`src/rtl/if_id_fetch.sv`:
```
// Instruction fetch stage plus IF/ID pipeline register.
// Keeps one request in flight to instruction memory, parks a returned word
// while decode is stalled, and squashes wrong-path work on a branch redirect.
module if_id_fetch #(
    parameter logic [31:0] RESET_PC  = 32'h0000_0000,
    parameter logic [31:0] NOP_INSTR = 32'h0000_0013
) (
    input  logic        clk_i,
    input  logic        rst_i,
    input  logic        start_i,
    output logic        imem_req_o,
    output logic [31:0] imem_addr_o,
    input  logic        imem_ack_i,
    input  logic [31:0] imem_data_i,
    input  logic        stall_i,
    input  logic        flush_i,
    input  logic [31:0] branch_target_i,
    output logic [31:0] pc_o,
    output logic [31:0] instr_o,
    output logic        valid_o
);

    // IDLE: not started; REQ: request outstanding at req_addr;
    // HOLD: word parked while decode stalls; DROP: wrong-path request still in flight.
    typedef enum logic [1:0] {IDLE, REQ, HOLD, DROP} state_t;

    state_t      state, state_nxt;
    logic [31:0] pc, pc_nxt;
    logic [31:0] req_addr, req_addr_nxt;
    logic [31:0] hold_pc, hold_pc_nxt;
    logic [31:0] hold_instr, hold_instr_nxt;
    logic [31:0] ifid_pc_nxt, ifid_instr_nxt;
    logic        ifid_valid_nxt;

    // A request is on the bus in REQ and DROP; it falls with the async reset.
    assign imem_req_o  = (state == REQ) || (state == DROP);
    // The bus address is its own register so a redirect cannot disturb a pending request.
    assign imem_addr_o = req_addr;

    // FSM state register.
    always_ff @(posedge clk_i or negedge rst_i) begin
        // NOTE: sequential state uses non-blocking assignments so every register
        // samples pre-edge values regardless of block ordering.
        if (!rst_i) state <= IDLE;
        else        state <= state_nxt;
    end

    // Next-state, fetch PC, hold buffer and IF/ID next values.
    always_comb begin
        // NOTE: every output of this block gets a default first so no path
        // leaves a value unassigned and infers a latch.
        state_nxt      = state;
        pc_nxt         = pc;
        hold_pc_nxt    = hold_pc;
        hold_instr_nxt = hold_instr;
        ifid_pc_nxt    = pc_o;
        ifid_instr_nxt = instr_o;
        ifid_valid_nxt = valid_o;

        if (flush_i) begin
            // Redirect wins over stall: squash IF/ID, retarget the fetch PC.
            pc_nxt         = branch_target_i;
            ifid_instr_nxt = NOP_INSTR;
            ifid_valid_nxt = 1'b0;
            case (state)
                IDLE: if (start_i) state_nxt = REQ;
                REQ:  state_nxt = imem_ack_i ? REQ : DROP;
                HOLD: state_nxt = REQ;
                DROP: state_nxt = imem_ack_i ? REQ : DROP;
            endcase
        end else begin
            case (state)
                IDLE: begin
                    if (start_i) state_nxt = REQ;
                    if (!stall_i) begin
                        ifid_instr_nxt = NOP_INSTR;
                        ifid_valid_nxt = 1'b0;
                    end
                end
                REQ: begin
                    if (imem_ack_i) begin
                        pc_nxt = pc + 32'd4;
                        if (stall_i) begin
                            hold_pc_nxt    = pc;
                            hold_instr_nxt = imem_data_i;
                            state_nxt      = HOLD;
                        end else begin
                            ifid_pc_nxt    = pc;
                            ifid_instr_nxt = imem_data_i;
                            ifid_valid_nxt = 1'b1;
                        end
                    end else if (!stall_i) begin
                        ifid_instr_nxt = NOP_INSTR;
                        ifid_valid_nxt = 1'b0;
                    end
                end
                HOLD: begin
                    if (!stall_i) begin
                        ifid_pc_nxt    = hold_pc;
                        ifid_instr_nxt = hold_instr;
                        ifid_valid_nxt = 1'b1;
                        state_nxt      = REQ;
                    end
                end
                DROP: begin
                    // pc already holds the redirect target; only the ack matters.
                    if (imem_ack_i) state_nxt = REQ;
                    if (!stall_i) begin
                        ifid_instr_nxt = NOP_INSTR;
                        ifid_valid_nxt = 1'b0;
                    end
                end
            endcase
        end

        // The bus address may only move once nothing is pending on it.
        req_addr_nxt = (imem_req_o && !imem_ack_i) ? req_addr : pc_nxt;
    end

    // Datapath registers: fetch PC, bus address, hold buffer, IF/ID.
    always_ff @(posedge clk_i or negedge rst_i) begin
        if (!rst_i) begin
            pc         <= RESET_PC;
            req_addr   <= RESET_PC;
            // NOTE: the hold buffer is only read after being written, but it is
            // two plain registers, so it is reset to keep state fully defined.
            hold_pc    <= 32'h0;
            hold_instr <= 32'h0;
            pc_o       <= 32'h0;
            instr_o    <= NOP_INSTR;
            valid_o    <= 1'b0;
        end else begin
            pc         <= pc_nxt;
            req_addr   <= req_addr_nxt;
            hold_pc    <= hold_pc_nxt;
            hold_instr <= hold_instr_nxt;
            pc_o       <= ifid_pc_nxt;
            instr_o    <= ifid_instr_nxt;
            valid_o    <= ifid_valid_nxt;
        end
    end

endmodule

```
`config.mk`:
```
export PLATFORM = sky130hd
export DESIGN_NAME = if_id_fetch
export DESIGN_NICKNAME = d
export VERILOG_FILES = /design/src/rtl/if_id_fetch.sv
export SDC_FILE = /design/constraint.sdc
export NUM_CORES = 1
export LEC_CHECK = 0
export ABC_CLOCK_PERIOD_IN_PS = 3800
export CAP_MARGIN = 25
export CORE_ASPECT_RATIO = 0.75
export CORE_MARGIN = 2
export CORE_UTILIZATION = 55
export CTS_CLUSTER_SIZE = 10
export DETAILED_ROUTE_END_ITERATION = 10
export PLACE_DENSITY = 0.87
export SLEW_MARGIN = 15
export SYNTH_ARGS = -nofsm -noshare
export SYNTH_HDL_FRONTEND = slang
export SYNTH_SLANG_ARGS = --single-unit
```
`constraint.sdc`:
```
create_clock -name clk_i -period 3.8 [get_ports clk_i]
set_input_delay 0.76 -clock clk_i [delete_from_list [all_inputs] [get_ports clk_i]]
set_output_delay 0.76 -clock clk_i [all_outputs]
set_load 0.02 [all_outputs]
```
==> flow_summary_export.csv <==
group,metric,value,unit
global_routing,antenna_found_initial,0,
timing,slew_headroom,0.3110,
route,ant_nets,0,
synthesis,synth_seq_cells,195,
setup_path,critPathArrivalTime,2.25,ns
timing,rsz0062_at_grt,"no",
die,io_pins,168,
clocking,cts_max_level,4,
clocking,cts_root_buf,"clkbuf_16",
synthesis,synth_top_area_cell,"dfrtp_1",
layout,syn2layout_area_growth,25.73,%
timing,drv_slew,0,
clocking,cts_hold_buf,0,
layout,register_area,4883,um^2
clocking,insertion_delay,0.43,ns
power,p_int,5.561,mW
timing,hold-worst-slack,0.4081,ns
route,vias_per_cell,6.250,
place,port_buffers,167,
synthesis,yosysWarnings,0,
power,p_sw_frac,0.3625,
layout,multi_input_area,4372,um^2
power,vdd_drop_max,0.3778,mV
place,gp_congestion,0.8274,
die,die_height,118.1,um
synthesis,synth-edff-count,0,
die,initial_utilization,0.5652,
clocking,ctsResizeCount,0,
power,seqPwrFrac,0.393,
setup_path,critPathKind,"register to primary output",
setup_path,cp-end-kind,"primary output",
synthesis,mappedNetlistArea,9539,um^2
global_routing,grt_max_degree,108,
synthesis,synth_adder_area_share,0.009182,
timing,worstMarginPinSlew,1.031,ns
timing,setup_viol,0,
global_routing,track_usage,0.2793,
power,p_switching,3.162,mW
clocking,cts_buffers,17,
synthesis,synth.top_cell.area_share,0.5037,
setup_path,crit_required,3.04,ns
clocking,clockBufferDepth,2,
outcome,outcome,"completed",
timing,fmax,331.9,MHz
route,first_iter_violations,662,
synthesis,synth_top_family_by_area,"multiplexers",
synthesis,synthArstFlopShare,1.000,
power,power_density,727.3,nW/um^2
layout,drive_above_1_share,0.1606,
synthesis,ys.flop_type,"dfrtp_1",
synthesis,syn_inst,894,
min_path,hp-class,"input port to asynchronous set/reset pin",
route,drc_errors,0,
power,power_frac_clock,0.220,
timing,fin_crit_sh,0.7930,
global_routing,first_global_vias,7875,
die,dieWidth,156.1,um
synthesis,synth.area.mux_share,0.1443,
timing,tns,0,ns
timing,hold_violations,0,
synthesis,synth_area_per_cell,10.67,um^2
synthesis,synth-compound-area-share,0.1440,
clocking,postCtsSetupBuffers,0,
route,dr.pass1.iters,5,
synthesis,synth_cell_type_count,57,
route,wirelength,25.18,mm
timing,finClkSkew,0.01685,ns
layout,num-nets-final,1104,
clocking,clkSlewWorstSetupHoldPaths,0.08,ns
run,maxCapViolCount,0,
synthesis,seq_area_frac_synth,0.5119,
clocking,cts.sinks,195,
synthesis,yosys.area_share.simple,0.1343,
global_routing,grt_pass1_wl,41.10,mm
die,rows,41,
place,dp_hpwl,16.02,mm
global_routing,grt_overflow,0,
synthesis,synth_area_leaders,"dfrtp_1 50%, mux2_2 10%, nand2_1 5.0%",
power,leakagePower,4.991,nW
clocking,tritoncts,"yes",
die,die-area,18420,um^2
setup_path,start_kind,"register",
synthesis,syn_nets,971,
die,core-area,16880,um^2
synthesis,synthXorXnorAreaFrac,0.02295,
setup_path,path_max_fanout,11,
power,combinationalPowerShare,0.387,
timing,fin_crit,3.013,ns
layout,diodes,0,
route,num_vias,7844,
route,wl_per_cell,20.06,um
layout,nFillCells,1209,
## worst paths after layout
check | from | cells after the start | to | slack, ns
hold / removal | rst_i | 1 | instr_o[22]$_DFFE_PN0P_ | 0.41
setup reg to reg | state[1]$_DFFE_PN0P_ | 7 | imem_addr_o[31]$_DFFE_PN0N_ | 1.13
setup / recovery | state[1]$_DFFE_PN0P_ | 4 | imem_req_o | 0.79
hold reg to reg | imem_addr_o[19]$_DFFE_PN0N_ | 2 | imem_addr_o[19]$_DFFE_PN0N_ | 0.49
max in group asynchronous | rst_i | 2 | hold_instr[13]$_DFFE_PN0P_ | 2.50
min in group clk_i | imem_addr_o[19]$_DFFE_PN0N_ | 2 | imem_addr_o[19]$_DFFE_PN0N_ | 0.49
## critical path, cell delays in order, from the launching register on
cell and delay [ns]:
dfrtp_1 0.44, inv_1 0.16, ha_1 0.41, or2_2 0.19
clkdlybuf4s50_1 0.64
## kinds of logic (layout without fill, tap and decap cells)
group           after synthesis  count (layout)
compound gates              208             208
fa+ha+maj                     7               7
mux                         126             126
flops                       195             195
xor+xnor                     25              25
buf+inv                      79             225
simple gates                254             254
## power groups by stage
stage / logic, mW / clock network [mW] / registers (mW)
6_report: 3.38 / 1.92 / 3.43
5_1_grt: 3.65 / 2.02 / 3.52
4_1_cts: 3.38 / 1.93 / 3.42
3_5_place_dp: 3.36 / 0 / 3.44
3_3_place_gp: 3.26 / 0 / 3.40
2_1_floorplan: 1.53 / 0 / 3.80
## layout make-up
type | instances | area share
tap | 215 | 0.02243
clock buffer | 19 | 0.03776
sequential | 195 | 0.4072
inverter | 8 | 0.002504
clock inverter | 13 | 0.01429
timing repair buffer | 185 | 0.1514
multi-input combinational | 620 | 0.3645
## flip-flops by register name (all words and copies together), names as in the netlist
signal,cells
pc_o,32
hold_instr,32
imem_addr_o,32
state,2
instr_o,32
valid_o,1
pc,32
hold_pc,32
## per-stage QoR
| stage | instance area [um^2] | setup slack, ns | util | cells | power, mW |
|---|---|---|---|---|---|
| 2_1_floorplan | 9539 | 1.606 | - | 894 | 5.323 |
| 3_3_place_gp | 11370 | 1.049 | 0.6737 | 1223 | 6.661 |
| 3_5_place_dp | 11370 | 0.9933 | 0.6737 | 1223 | 6.803 |
| 4_1_cts | 11990 | 0.7593 | 0.7107 | 1255 | 8.734 |
| 5_1_grt | 11990 | 0.6499 | 0.7107 | 1255 | 9.184 |
| 6_report | 11990 | 0.7866 | 0.7107 | 1255 | 8.723 |
## cell usage after synthesis (all sizes together), types with 6 or more instances
| cell | n |
|---|---|
| xor2 | 15 |
| nor3 | 7 |
| clkbuf | 55 |
| nor2b | 6 |
| o41ai | 29 |
| and3 | 44 |
| a311oi | 29 |
| a221oi | 6 |
| o21ai | 79 |
| buf | 16 |
| inv | 8 |
| ha | 7 |
| nor4 | 10 |
| nand2 | 126 |
| mux2 | 89 |
| mux2i | 37 |
| a221o | 9 |
| and4 | 7 |
| nor2 | 22 |
| xnor2 | 10 |
| nand3 | 16 |
| nand4 | 8 |
| a21oi | 44 |
| dfrtp | 192 |
## layer usage
metal | part of all wire | routed length [um] | track usage
met5 | 0 | 0 | 0
met4 | 0.019 | 470 | 0.09117
met3 | 0.082 | 2054 | 0.06406
met2 | 0.46 | 11550 | 0.4165
met1 | 0.44 | 11110 | 0.4061
## layout by cell type (no fill, tap or decap), types with 9 or more instances in the layout
master | Yosys | layout
o41ai_1 | 29 | 29
nand2_1 | 126 | 126
xor2_1 | 15 | 15
clkbuf_16 | 0 | 17
buf_4 | 1 | 18
xnor2_1 | 10 | 10
a21oi_1 | 44 | 44
mux2i_1 | 37 | 37
and3_1 | 43 | 43
clkdlybuf4s50_1 | 0 | 164
a221o_1 | 9 | 9
dfrtp_1 | 192 | 192
a311oi_1 | 29 | 29
o21ai_0 | 78 | 78
mux2_2 | 88 | 88
nor2_1 | 22 | 22
nand3_1 | 14 | 14
(Power assumes the default switching activity.)
